$ cat config.mk
export PLATFORM = sky130hd
export DESIGN_NAME = uart_hamming_receiver_flat
export DESIGN_NICKNAME = d
export VERILOG_FILES = /design/src/rtl/uart_hamming_pkg.sv /design/src/rtl/uart_hamming_receiver_if.sv /design/src/rtl/hamming_decoder_74.sv /design/src/rtl/uart_hamming_receiver.sv /design/src/flat_wrapper.sv
export SDC_FILE = /design/constraint.sdc
export NUM_CORES = 1
export LEC_CHECK = 0
export CAP_MARGIN = 20
export CORE_MARGIN = 2
export CORE_UTILIZATION = 55
export CTS_BUF_LIST = sky130_fd_sc_hd__clkbuf_4
export CTS_CLUSTER_DIAMETER = 30
export DETAILED_ROUTE_END_ITERATION = 10
export GPL_TIMING_DRIVEN = 0
export PLACE_DENSITY = 0.76
export SKIP_LAST_GASP = 1
export SYNTH_ARGS = -nofsm -noshare
export SYNTH_HDL_FRONTEND = slang
export SYNTH_SLANG_ARGS = --single-unit
export TNS_END_PERCENT = 30
$ cat constraint.sdc
create_clock -name clk -period 2.9 [get_ports clk]
set_input_delay 0.435 -clock clk [delete_from_list [all_inputs] [get_ports clk]]
set_output_delay 0.435 -clock clk [all_outputs]
set_load 0.02 [all_outputs]
$ cat src/rtl/uart_hamming_pkg.sv
// Shared definitions for the Hamming(7,4)-over-UART link (transmitter and receiver).
// The code layout is defined only here, so both ends of the link stay consistent.
package uart_hamming_pkg;

  localparam int CLKS_PER_BIT_DEF = 16;

  typedef enum logic [2:0] {
    IDLE,
    START,
    DATA,
    STOP,
    WAIT_HIGH
  } rx_state_e;

  // c[i] is Hamming position i+1; parity bits sit at the power-of-two positions
  localparam int P1_POS = 0;
  localparam int P2_POS = 1;
  localparam int P4_POS = 3;
  localparam int D0_POS = 2;
  localparam int D1_POS = 4;
  localparam int D2_POS = 5;
  localparam int D3_POS = 6;

  typedef struct packed {
    logic [3:0] data;
    logic       corrected;
    logic       pad_err;
  } dec_t;

  // Syndrome {s4,s2,s1} equals the 1-based position of a single flipped bit
  function automatic logic [2:0] hamming_syndrome(input logic [6:0] c);
    logic s1, s2, s4;
    s1 = c[P1_POS] ^ c[D0_POS] ^ c[D1_POS] ^ c[D3_POS];
    s2 = c[P2_POS] ^ c[D0_POS] ^ c[D2_POS] ^ c[D3_POS];
    s4 = c[P4_POS] ^ c[D1_POS] ^ c[D2_POS] ^ c[D3_POS];
    return {s4, s2, s1};
  endfunction

endpackage

$ cat src/rtl/uart_hamming_receiver_if.sv
// Serial input plus decoded-nibble/status outputs of the Hamming UART receiver.
// master = receiver side, slave = whatever drives rx and consumes the results.
interface uart_hamming_receiver_if;
  logic       rx;
  logic [3:0] data_out;
  logic       valid_out;
  logic       corrected;
  logic       pad_err;
  logic       frame_err;
  logic       rx_busy;

  modport master (
    input  rx,
    output data_out, valid_out, corrected, pad_err, frame_err, rx_busy
  );

  modport slave (
    output rx,
    input  data_out, valid_out, corrected, pad_err, frame_err, rx_busy
  );
endinterface

$ cat src/rtl/hamming_decoder_74.sv
// Combinational Hamming(7,4) decoder with single-bit correction; zero latency.
// Double-bit errors are miscorrected without any indication.
module hamming_decoder_74
  import uart_hamming_pkg::*;
(
  input  logic [6:0] code,
  output logic [3:0] data,
  output logic       corrected
);

  logic [2:0] syn;
  logic [6:0] fixed;

  always_comb begin
    syn   = hamming_syndrome(code);
    fixed = code;
    for (int i = 0; i < 7; i++) begin
      if (syn == 3'(i + 1)) fixed[i] = ~code[i];
    end
    corrected = (syn != 3'd0);
    data      = {fixed[D3_POS], fixed[D2_POS], fixed[D1_POS], fixed[D0_POS]};
  end

endmodule

$ cat src/rtl/uart_hamming_receiver.sv
// 8N1 UART receiver feeding a Hamming(7,4) decoder; valid_out pulses one cycle after the
// mid-stop-bit sample. No backpressure: every decoded nibble is a single-cycle pulse.
module uart_hamming_receiver
  import uart_hamming_pkg::*;
#(
  parameter int CLKS_PER_BIT = CLKS_PER_BIT_DEF
) (
  input  logic                    clk,
  input  logic                    rst_n,
  uart_hamming_receiver_if.master bus
);

  localparam int CW = $clog2(CLKS_PER_BIT);
  localparam logic [CW-1:0] HALF_M1 = CW'(CLKS_PER_BIT / 2 - 1);
  localparam logic [CW-1:0] FULL_M1 = CW'(CLKS_PER_BIT - 1);

  rx_state_e     state_q, state_d;
  logic          rx_meta, rxs, rxs_q;
  logic [CW-1:0] cnt_q;
  logic [2:0]    bit_q;
  logic [7:0]    shreg_q;
  logic          cnt_clr, shift_en, byte_ok, byte_bad;
  logic [3:0]    dec_data;
  logic          dec_corr;
  dec_t          dec_q;
  logic          valid_q, frame_err_q;

  // rx is asynchronous; idle-high reset values keep a reset from looking like a start edge
  always_ff @(posedge clk or negedge rst_n) begin
    if (!rst_n) begin
      rx_meta <= 1'b1;
      rxs     <= 1'b1;
      rxs_q   <= 1'b1;
    end else begin
      rx_meta <= bus.rx;
      rxs     <= rx_meta;
      rxs_q   <= rxs;
    end
  end

  always_ff @(posedge clk or negedge rst_n) begin
    if (!rst_n) state_q <= IDLE;
    else        state_q <= state_d;
  end

  always_comb begin
    state_d  = state_q;
    cnt_clr  = 1'b0;
    shift_en = 1'b0;
    byte_ok  = 1'b0;
    byte_bad = 1'b0;
    case (state_q)
      IDLE: begin
        cnt_clr = 1'b1;
        if (rxs_q && !rxs) state_d = START;
      end
      START: begin
        if (cnt_q == HALF_M1) begin
          cnt_clr = 1'b1;
          state_d = rxs ? IDLE : DATA;
        end
      end
      DATA: begin
        if (cnt_q == FULL_M1) begin
          cnt_clr  = 1'b1;
          shift_en = 1'b1;
          if (bit_q == 3'd7) state_d = STOP;
        end
      end
      STOP: begin
        if (cnt_q == FULL_M1) begin
          cnt_clr = 1'b1;
          if (rxs) begin
            byte_ok = 1'b1;
            state_d = IDLE;
          end else begin
            byte_bad = 1'b1;
            state_d  = WAIT_HIGH;
          end
        end
      end
      // A held-low line (break) must return high before another start is accepted
      WAIT_HIGH: begin
        cnt_clr = 1'b1;
        if (rxs) state_d = IDLE;
      end
      default: state_d = IDLE;
    endcase
  end

  always_ff @(posedge clk or negedge rst_n) begin
    if (!rst_n) begin
      cnt_q   <= '0;
      bit_q   <= '0;
      shreg_q <= '0;
    end else begin
      cnt_q <= cnt_clr ? '0 : cnt_q + 1'b1;
      if (state_q != DATA) bit_q <= '0;
      else if (shift_en)   bit_q <= bit_q + 1'b1;
      if (shift_en) shreg_q <= {rxs, shreg_q[7:1]};
    end
  end

  hamming_decoder_74 u_dec (
    .code      (shreg_q[6:0]),
    .data      (dec_data),
    .corrected (dec_corr)
  );

  always_ff @(posedge clk or negedge rst_n) begin
    if (!rst_n) begin
      dec_q       <= '0;
      valid_q     <= 1'b0;
      frame_err_q <= 1'b0;
    end else begin
      valid_q     <= byte_ok;
      frame_err_q <= byte_bad;
      if (byte_ok) dec_q <= '{data: dec_data, corrected: dec_corr, pad_err: shreg_q[7]};
    end
  end

  assign bus.data_out  = dec_q.data;
  assign bus.corrected = dec_q.corrected;
  assign bus.pad_err   = dec_q.pad_err;
  assign bus.valid_out = valid_q;
  assign bus.frame_err = frame_err_q;
  assign bus.rx_busy   = (state_q == START) || (state_q == DATA) || (state_q == STOP);

endmodule

$ cat src/flat_wrapper.sv
// flat-port wrapper written by rule: the top's interface ports become plain ports
module uart_hamming_receiver_flat import uart_hamming_pkg::*;
#(
  parameter int CLKS_PER_BIT = CLKS_PER_BIT_DEF
)
  (clk, rst_n, bus_rx, bus_data_out, bus_valid_out, bus_corrected, bus_pad_err, bus_frame_err, bus_rx_busy);
  uart_hamming_receiver_if bus_i ();
  input  logic clk;
  input  logic rst_n;
  input wire logic [$bits(bus_i.rx)-1:0] bus_rx;
  output wire logic [$bits(bus_i.data_out)-1:0] bus_data_out;
  output wire logic [$bits(bus_i.valid_out)-1:0] bus_valid_out;
  output wire logic [$bits(bus_i.corrected)-1:0] bus_corrected;
  output wire logic [$bits(bus_i.pad_err)-1:0] bus_pad_err;
  output wire logic [$bits(bus_i.frame_err)-1:0] bus_frame_err;
  output wire logic [$bits(bus_i.rx_busy)-1:0] bus_rx_busy;
  assign bus_i.rx = bus_rx;
  assign bus_data_out = bus_i.data_out;
  assign bus_valid_out = bus_i.valid_out;
  assign bus_corrected = bus_i.corrected;
  assign bus_pad_err = bus_i.pad_err;
  assign bus_frame_err = bus_i.frame_err;
  assign bus_rx_busy = bus_i.rx_busy;
  uart_hamming_receiver #(.CLKS_PER_BIT(CLKS_PER_BIT)) u_core (.clk(clk), .rst_n(rst_n), .bus(bus_i));
endmodule
* Word-level counts from Yosys, hierarchy flattened
Cells that the tools add are included.
Storage, ports and cells: flip-flop bits (word level) 29, input bits 3, output and inout bits 9
Cells by class: add/sub/neg operators 2, equal/unequal tests 18, multiplexer cells 26, bitwise gates (word level) 13, reductions and logical operators 10
Operator list (count):
- $mux 3 | 9
- $eq 3x3->1 const B | 5
- $pmux 3 s5 | 1
- $mux 1 | 13
- $ne 2x1->1 const B | 6
- $eq 3x2->1 const B | 3
- $xor 1x1->1 | 9
- $reduce_and 6->1 | 1
- $add 4x1->4 const B | 1
- $eq 4x3->1 const B | 1
- $eq 4x4->1 const B | 1
- $mux 4 | 1
- $not 1->1 | 4
- $reduce_or 2->1 | 2
- $add 3x1->3 const B | 1
- $eq 3x1->1 const B | 1
- $logic_not 3->1 | 1
- $ne 3x2->1 const B | 1
- $pmux 1 s3 | 1
- $reduce_bool 3->1 | 1
- $logic_or 1x1->1 | 2
- $mux 2 | 1
- $reduce_bool 2->1 | 1
- $logic_and 1x1->1 | 1
- $logic_not 1->1 | 1

* Depth between registers and ports, before layout
Gate-level depths: netlist of the first run.
depth in word-level cells 5, mapped depth 7

* Hierarchy
From an unflattened synthesis of the first run, not the netlist that was laid out.
Second synthesis, totals: cells, all modules 131, area total of the unflattened synthesis 1505.2 um^2
By module, submodules not included:
- uart_hamming_receiver | times used 1, cells an instance 93, area each 1233.7 um^2, sequential area each 729.4 um^2
- hamming_decoder_74 | times used 1, cells an instance 38, area each 271.5 um^2, sequential area each 0.0 um^2

* Worst setup path after synthesis of the first run
OpenSTA, ideal clock, no wires.
path kind register -> register, from register u_core.cnt_q[0], to register u_core.shreg_q[0], setup time 0.125 ns, arrival 1.532 ns, required time 2.775 ns, slack 1.243 ns, stages on the path, launching flop included 5, period minus slack after synthesis 1.657 ns, path through dfrtp_1 ha_1 nand3_4 nor4b_4 mux2_2
Between the ends: word-level cells in the longest chain between the ends 3
RTL lines:
- from (decl) | line uart_hamming_receiver.sv:19 | logic [CW-1:0] cnt_q;
- from (signal assigned) | line uart_hamming_receiver.sv:97 | cnt_q <= cnt_clr ? '0 : cnt_q + 1'b1;
- $eq 4x4->1 | line uart_hamming_receiver.sv:64 | if (cnt_q == FULL_M1) begin
- $mux 1 | line uart_hamming_receiver.sv:64
- $mux 1 | line uart_hamming_receiver.sv:52 | case (state_q)
- to (signal assigned) | line uart_hamming_receiver.sv:100 | if (shift_en) shreg_q <= {rxs, shreg_q[7:1]};
- to (decl) | line uart_hamming_receiver.sv:21 | logic [7:0] shreg_q;
Every way passes these cells. A chain may end at the register's enable or synchronous reset.

* Worst setup path in the final report of the first run
from register u_core.state_q[1], to output port bus_rx_busy
Between the ends: word-level cells in the longest chain between the ends 3, elaborated cells on any way between the ends 5, those cells by class 3 x eq/ne; 2 x reduce/logical
RTL lines:
- from (decl) | line uart_hamming_receiver.sv:17 | rx_state_e state_q, state_d;
- from (signal assigned) | line uart_hamming_receiver.sv:43 | else state_q <= state_d;
- $eq 3x1->1 / $eq 3x2->1 (equally long branches) | line uart_hamming_receiver.sv:127 | assign bus.rx_busy = (state_q == START) || (state_q == DATA) || (state_q == STOP);
- $logic_or 1x1->1 | line uart_hamming_receiver.sv:127
- $logic_or 1x1->1 * | line uart_hamming_receiver.sv:127
- to (decl) | line flat_wrapper.sv:16 | output wire logic [$bits(bus_i.rx_busy)-1:0] bus_rx_busy;
Every way passes the cells marked *; elsewhere a longest branch is shown, timed or not.

==> flow_summary.json, run 1 <==
{
  "yosysTopAreaCell": "dfrtp_1",
  "nets": 147,
  "slew_violations": 0,
  "vdd.ir_drop.worst_mv": 0.4827,
  "worst_pin_slew_ns": 0.5581,
  "start_util_pct": 56.94,
  "critPathRequiredTime_ns": 2.47,
  "fp-row-count": 18,
  "setup_violations": 0,
  "dieHeight_um": 54.18,
  "hold_depth": 0,
  "cts_sinks": 29,
  "power.switching_mw": 0.2982,
  "clk_pin_slew_ns": 0.09,
  "cts_tree": "built",
  "ys_seq_area_share_pct": 52.66,
  "antenna_found_initial": 0,
  "first_global_vias": 914,
  "startpoint": "u_core.state_q[1]$_DFFE_PN0P_",
  "postLayoutCellArea_sq_um": 1639,
  "min_from": "u_core.rx_meta$_DFF_PN1_",
  "comb_power_share_pct": 21.2,
  "hold_viol": 0,
  "vias_per_cell": 5.436,
  "die_w_um": 54.18,
  "drt_iter0_drc": 10,
  "overflow": 0,
  "core_area_sq_um": 2432,
  "vias": 935,
  "cts_buffer_depth": 2,
  "whs_ns": 0.3496,
  "clockPowerShare_pct": 30.9,
  "gp_congestion": 0.7467,
  "p_leak_nw": 0.7557,
  "power_density_nw_per_um2": 631.2,
  "yosys_warnings": 0,
  "fin_crit_sh_pct": 80.11,
  "dieArea_sq_um": 2935,
  "finalWirelength_mm": 2.270,
  "n_antenna_cell": 0,
  "cpPeakStageDelay_ns": 0.62,
  "yosys.area.top_type_share_pct": 46.97,
  "dpl_cell_area_sq_um": 1560,
  "postRouteAntennaNets": 0,
  "postCtsSetupBuffers": 0,
  "reg2reg_from": "u_core.cnt_q[0]$_DFF_PN0_",
  "p_int_mw": 0.7363,
  "syn_area_per_cell_sq_um": 11.35,
  "grt_pass1_wl_mm": 3.884,
  "cp-start-kind": "register",
  "r2r_cells": 4,
  "syn_nets": 128,
  "slew_headroom_pct": 62.64,
  "dp.cells": 164,
  "synth_cell_types": 30,
  "drive_above_1_share_pct": 18.31,
  "postCtsHoldBufs": 0,
  "cts_resized": 0,
  "sequentialPowerShare_pct": 47.8,
  "synthTopCellsByArea": "dfrtp_1, mux2_2, dfstp_2, xor2_1, xnor2_1",
  "htree_levels": 2,
  "place_hpwl_mm": 1.760,
  "first_pass_iters": 4,
  "hp-class": "reg -> reg",
  "gr-usage-all-layers_pct": 19.51,
  "drc": 0,
  "post-place-ws_ns": 0.9135,
  "max_freq_mhz": 430.5,
  "syn_area_sq_um": 1385,
  "synth_cells": 122,
  "port-buffer-count": 11,
  "finalCriticalPeriod_ns": 2.323,
  "fin_tns_setup_ns": 0,
  "areaGrowthSynthToFinish_pct": 18.34,
  "end_kind": "primary output",
  "max_cap_viol_count": 0,
  "rsz0062_at_grt": "false",
  "crit_fanout": 10,
  "fin_cells": 172,
  "path_cells": "clkbuf_1 -> nor2_1 -> nor2_1 -> clkdlybuf4s50_1",
  "io_pins": 12,
  "wl_per_cell_um": 13.20,
  "critPathKind": "reg -> out",
  "grt_max_degree": 22,
  "outcome": "finished clean",
  "cts_buffers": 5,
  "p_sw_share_pct": 28.82,
  "clock_latency_ns": 0.32,
  "crit_arrival_ns": 1.89,
  "cp_slowest_cell": "clkdlybuf4s50_1",
  "synth_seq_cells": 29,
  "finClkSkew_ns": 0.009339,
  "crit_path_frequent_cell": "nor2_1",
  "cts-root-buf": "clkbuf_4",
  "worst_slack_ns": 0.5769
}
-- cell usage in the layout (no fill, tap or decap), drive strengths merged, types with 2 or more instances in the layout --
| cell type | count |
|---|---|
| a21oi | 5 |
| nor2 | 14 |
| clkbuf | 9 |
| nand3 | 9 |
| ha | 3 |
| nand2 | 6 |
| dfrtp | 26 |
| xor2 | 8 |
| buf | 4 |
| nor3 | 5 |
| mux2i | 2 |
| mux2 | 9 |
| o21ai | 7 |
| xnor2 | 7 |
| dfstp | 3 |
| clkdlybuf4s50 | 11 |
-- sequential cells by signal (all words and copies together), names as in the netlist --
signal,flops
u_core.bus.frame_err,1
u_core.bus.data_out,4
u_core.bus.pad_err,1
u_core.state_q,3
u_core.bus.corrected,1
u_core.bit_q,3
u_core.rxs_q,1
u_core.rx_meta,1
u_core.bus.valid_out,1
u_core.cnt_q,4
u_core.shreg_q,8
u_core.rxs,1
-- path summary, 6_finish.rpt --
path | slack [ns] | end
worst min register to register | 0.35 | u_core.rxs$_DFF_PN1_
worst min-delay path | 0.35 | u_core.rxs$_DFF_PN1_
min in group asynchronous | 0.44 | u_core.bus.pad_err$_DFFE_PN0P_
worst max register to register | 1.02 | u_core.shreg_q[4]$_DFFE_PN0P_
max in group asynchronous | 1.90 | u_core.rx_meta$_DFF_PN1_
worst max-delay path | 0.58 | bus_rx_busy
-- logic make-up after synthesis --
| kind of cell | after synthesis | synth area share, % |
|---|---|---|
| simple gates | 40 | 15.63 |
| compound gates | 16 | 6.504 |
| fa+ha+maj | 3 | 2.710 |
| buf+inv | 7 | 2.619 |
| flops | 29 | 52.66 |
| mux | 11 | 8.763 |
| xor+xnor | 16 | 11.11 |
-- per-layer routing --
metal,share of wire (%),vias to the layer above,track usage [%]
met5,0,-,0
met4,2.5,0,9.583
met3,4.6,7,8.889
met2,49,27,31.53
met1,43,440,21.58
li1,-,461,-
-- cell type report --
cell class / count / area (sq um)
fillers: 185 / 793.3
plain buffers: 6 / 32.53
clock buffers: 6 / 45.04
multi-input cells: 86 / 619.3
inverters: 1 / 3.754
clock inverters: 2 / 33.78
repair buffers: 12 / 137.6
well taps: 30 / 37.54
flip-flops and latches: 29 / 729.5
-- through the flow --
| step | total power, mW | util [%] |
|---|---|---|
| after floorplan | 0.6597 | - |
| after global placement | 0.7037 | 63.01 |
| after detailed placement | 0.7238 | 64.15 |
| after CTS | 1.043 | 67.39 |
| after global routing | 1.101 | 67.39 |
| final | 1.035 | 67.39 |
-- power groups by stage --
stage / combinational, mW / clock (mW) / sequential (mW)
6_report: 0.220 / 0.320 / 0.495
5_1_grt: 0.249 / 0.352 / 0.500
4_1_cts: 0.222 / 0.327 / 0.495
3_5_place_dp: 0.221 / 0 / 0.503
3_3_place_gp: 0.207 / 0 / 0.496
2_1_floorplan: 0.167 / 0 / 0.493
-- critical path: cells and delay by family, from the launching register on --
kind	cells	cell delay, ns
flip-flops	1	0.36
AND/OR/NAND/NOR	2	0.25
buffers and inverters	2	0.96
-- synth_stat cells, drive strengths merged --
cell type,instances
nand2,6
a21oi,5
a211oi,1
nor2b,1
mux2,9
buf,3
xnor2,7
or3b,1
o21ai,7
ha,3
nand3,9
clkbuf,3
a31oi,1
nor4b,1
dfrtp,26
mux2i,2
a311oi,1
xor2,8
nor3b,1
nor2,14
xnor3,1
dfstp,3
and3,1
nand4,1
inv,1
nor3,5
a21o,1
No activity file was read; power rests on OpenSTA's default activity.
==> inputs of run 2 (changes only) <==
Settings changed: CORE_ASPECT_RATIO set to 0.5, CORE_UTILIZATION 55 to 53, PLACE_DENSITY 0.76 to 0.77.
Clock period 2.9 ns to 2.05 ns, I/O delays scaled along.
==> run 2 against run 1 <==
  * Global-route usage is 3.3 points lower
  * Critical path depth stayed put
  * Clock skew is 0.0067 ns higher
  * Largest cell class unchanged
  * Largest power group unchanged
==> flow_summary.json, run 2 (synthesis gave the netlist of run 1 again) <==
{
  "max_cap_viol_count": 0,
  "layout_commonest_cell": "dfrtp_1",
  "postCtsHoldBufs": 0,
  "place_hpwl_mm": 1.572,
  "cts-root-buf": "clkbuf_4",
  "end_kind": "register",
  "critPathRequiredTime_ns": 2.25,
  "fp-row-count": 13,
  "fin_tns_setup_ns": 0,
  "nets": 147,
  "grt_pass1_wl_mm": 3.636,
  "r2r_slack_ns": 0.22,
  "cts_tree": "built",
  "largest_register_ffs": 8,
  "gr-usage-all-layers_pct": 16.24,
  "areaGrowthSynthToFinish_pct": 17.62,
  "worst_slack_ns": 0.2165,
  "slew_violations": 0,
  "rsz0062_at_grt": "false",
  "finClkSkew_ns": 0.01604,
  "vias": 908,
  "critPathKind": "reg -> reg",
  "postCtsSetupBuffers": 0,
  "path_cells": "ha_1 -> nand3_4 -> nor4b_4 -> mux2_2",
  "core_area_sq_um": 2537,
  "drt_iter0_drc": 53,
  "vdd.ir_drop.worst_mv": 0.3937,
  "max_freq_mhz": 545.4,
  "start_util_pct": 54.59,
  "overflow": 0,
  "postRouteAntennaNets": 0,
  "cp-start-kind": "register",
  "drive_above_1_share_pct": 19.01,
  "fill_cells": 206,
  "wl_per_cell_um": 12.34,
  "startpoint": "u_core.cnt_q[0]$_DFF_PN0_",
  "clock_latency_ns": 0.32,
  "vias_per_cell": 5.073,
  "regMostFlops": "u_core.shreg_q",
  "crit_fanout": 8,
  "final_cell_mix": "dfrtp_1, nor2_1, clkdlybuf4s50_1",
  "finalCriticalPeriod_ns": 1.834,
  "cpPeakStageDelay_ns": 0.50,
  "power_density_nw_per_um2": 830.5,
  "io_pins": 12,
  "reg2reg_from": "u_core.cnt_q[0]$_DFF_PN0_",
  "gp_congestion": 0.7298,
  "first_pass_iters": 4,
  "cts_buffers": 5,
  "dieArea_sq_um": 3063,
  "post-place-ws_ns": 0.2113,
  "cts_buffer_depth": 2,
  "finalWirelength_mm": 2.209,
  "htree_levels": 2,
  "hold_viol": 0,
  "cts_sinks": 29,
  "p_leak_nw": 0.7503,
  "dieHeight_um": 40.15,
  "final_util_pct": 64.20,
  "outcome": "finished clean",
  "n_antenna_cell": 0,
  "crit_arrival_ns": 2.03,
  "drc": 0,
  "antenna_found_initial": 0,
  "cp_slowest_cell": "nor4b_4",
  "worst_pin_slew_ns": 0.5241,
  "first_global_vias": 842,
  "clk_pin_slew_ns": 0.09,
  "hp-class": "in -> async",
  "grt_max_degree": 22,
  "fin_crit_sh_pct": 89.44,
  "setup_violations": 0,
  "slew_headroom_pct": 64.91,
  "die_w_um": 76.30,
  "port-buffer-count": 11
}
run 2: cell count changes in the layout (fill, tap and decap cells not counted), sizes merged:
cell           delta
clkbuf            +1
clkdlybuf4s50     -1
dlymetal6s2s      +1
bufinv            -1
run 2: path summary, 6_finish.rpt:
kind | endpoint | cells past startpoint
max in group asynchronous | u_core.rxs$_DFF_PN1_ | 2
min in group clk | u_core.rxs$_DFF_PN1_ | 0
worst min register to register | u_core.rxs$_DFF_PN1_ | 0
worst max register to register | u_core.shreg_q[4]$_DFFE_PN0P_ | 4
worst min-delay path | u_core.bit_q[1]$_DFFE_PN0P_ | 1
worst max-delay path | u_core.shreg_q[4]$_DFFE_PN0P_ | 4
run 2: area by class of cell:
cell class                 instances  area (sq um)  area share (%)
multi-input combinational         86         619.3           38.02
clock buffer                       7         52.55           3.226
clock inverter                     1         3.754          0.2304
sequential                        29         729.5           44.78
timing repair buffer              12         140.1           8.602
inverter                           1         3.754          0.2304
tap                               37         46.29           2.842
buffer                             6         33.78           2.074
run 2: repair_timing:
item	in CTS	in global routing
pin swaps	0	0
endpoints found under the setup margin	1	1
gates resized for setup	1	1
run 2: stage by stage:
step	hold WS [ns]	total power, mW	instances	cell area (sq um)
after floorplan	0.01191	0.9333	122	1385
after global placement	0.3454	1.003	170	1541
after detailed placement	0.3476	1.023	171	1569
after CTS	0.3191	1.377	179	1627
after global routing	0.3414	1.445	179	1629
final	0.3173	1.353	179	1629
run 2: power breakdown:
| part | internal [mW] | leakage [nW] | switching, mW | total, mW |
|---|---|---|---|---|
| Combinational | 0.138 | 0.335 | 0.173 | 0.311 |
| Clock | 0.158 | 0.0338 | 0.185 | 0.343 |
| Sequential | 0.639 | 0.382 | 0.0594 | 0.699 |
| Total | 0.935 | 0.750 | 0.417 | 1.35 |
run 2: worst max-delay path: cells and delay by family (launching register included):
family | cells | cell delay (ns)
mux | 1 | 0.39
flops | 1 | 0.38
simple gates | 2 | 0.65
fa+ha+maj | 1 | 0.30
run 2: per-layer routing:
layer	global-route usage, %	routed length (um)
met4	6.818	10
met1	17.93	1061
met2	30.31	1073
met5	0	0
met3	6.081	64
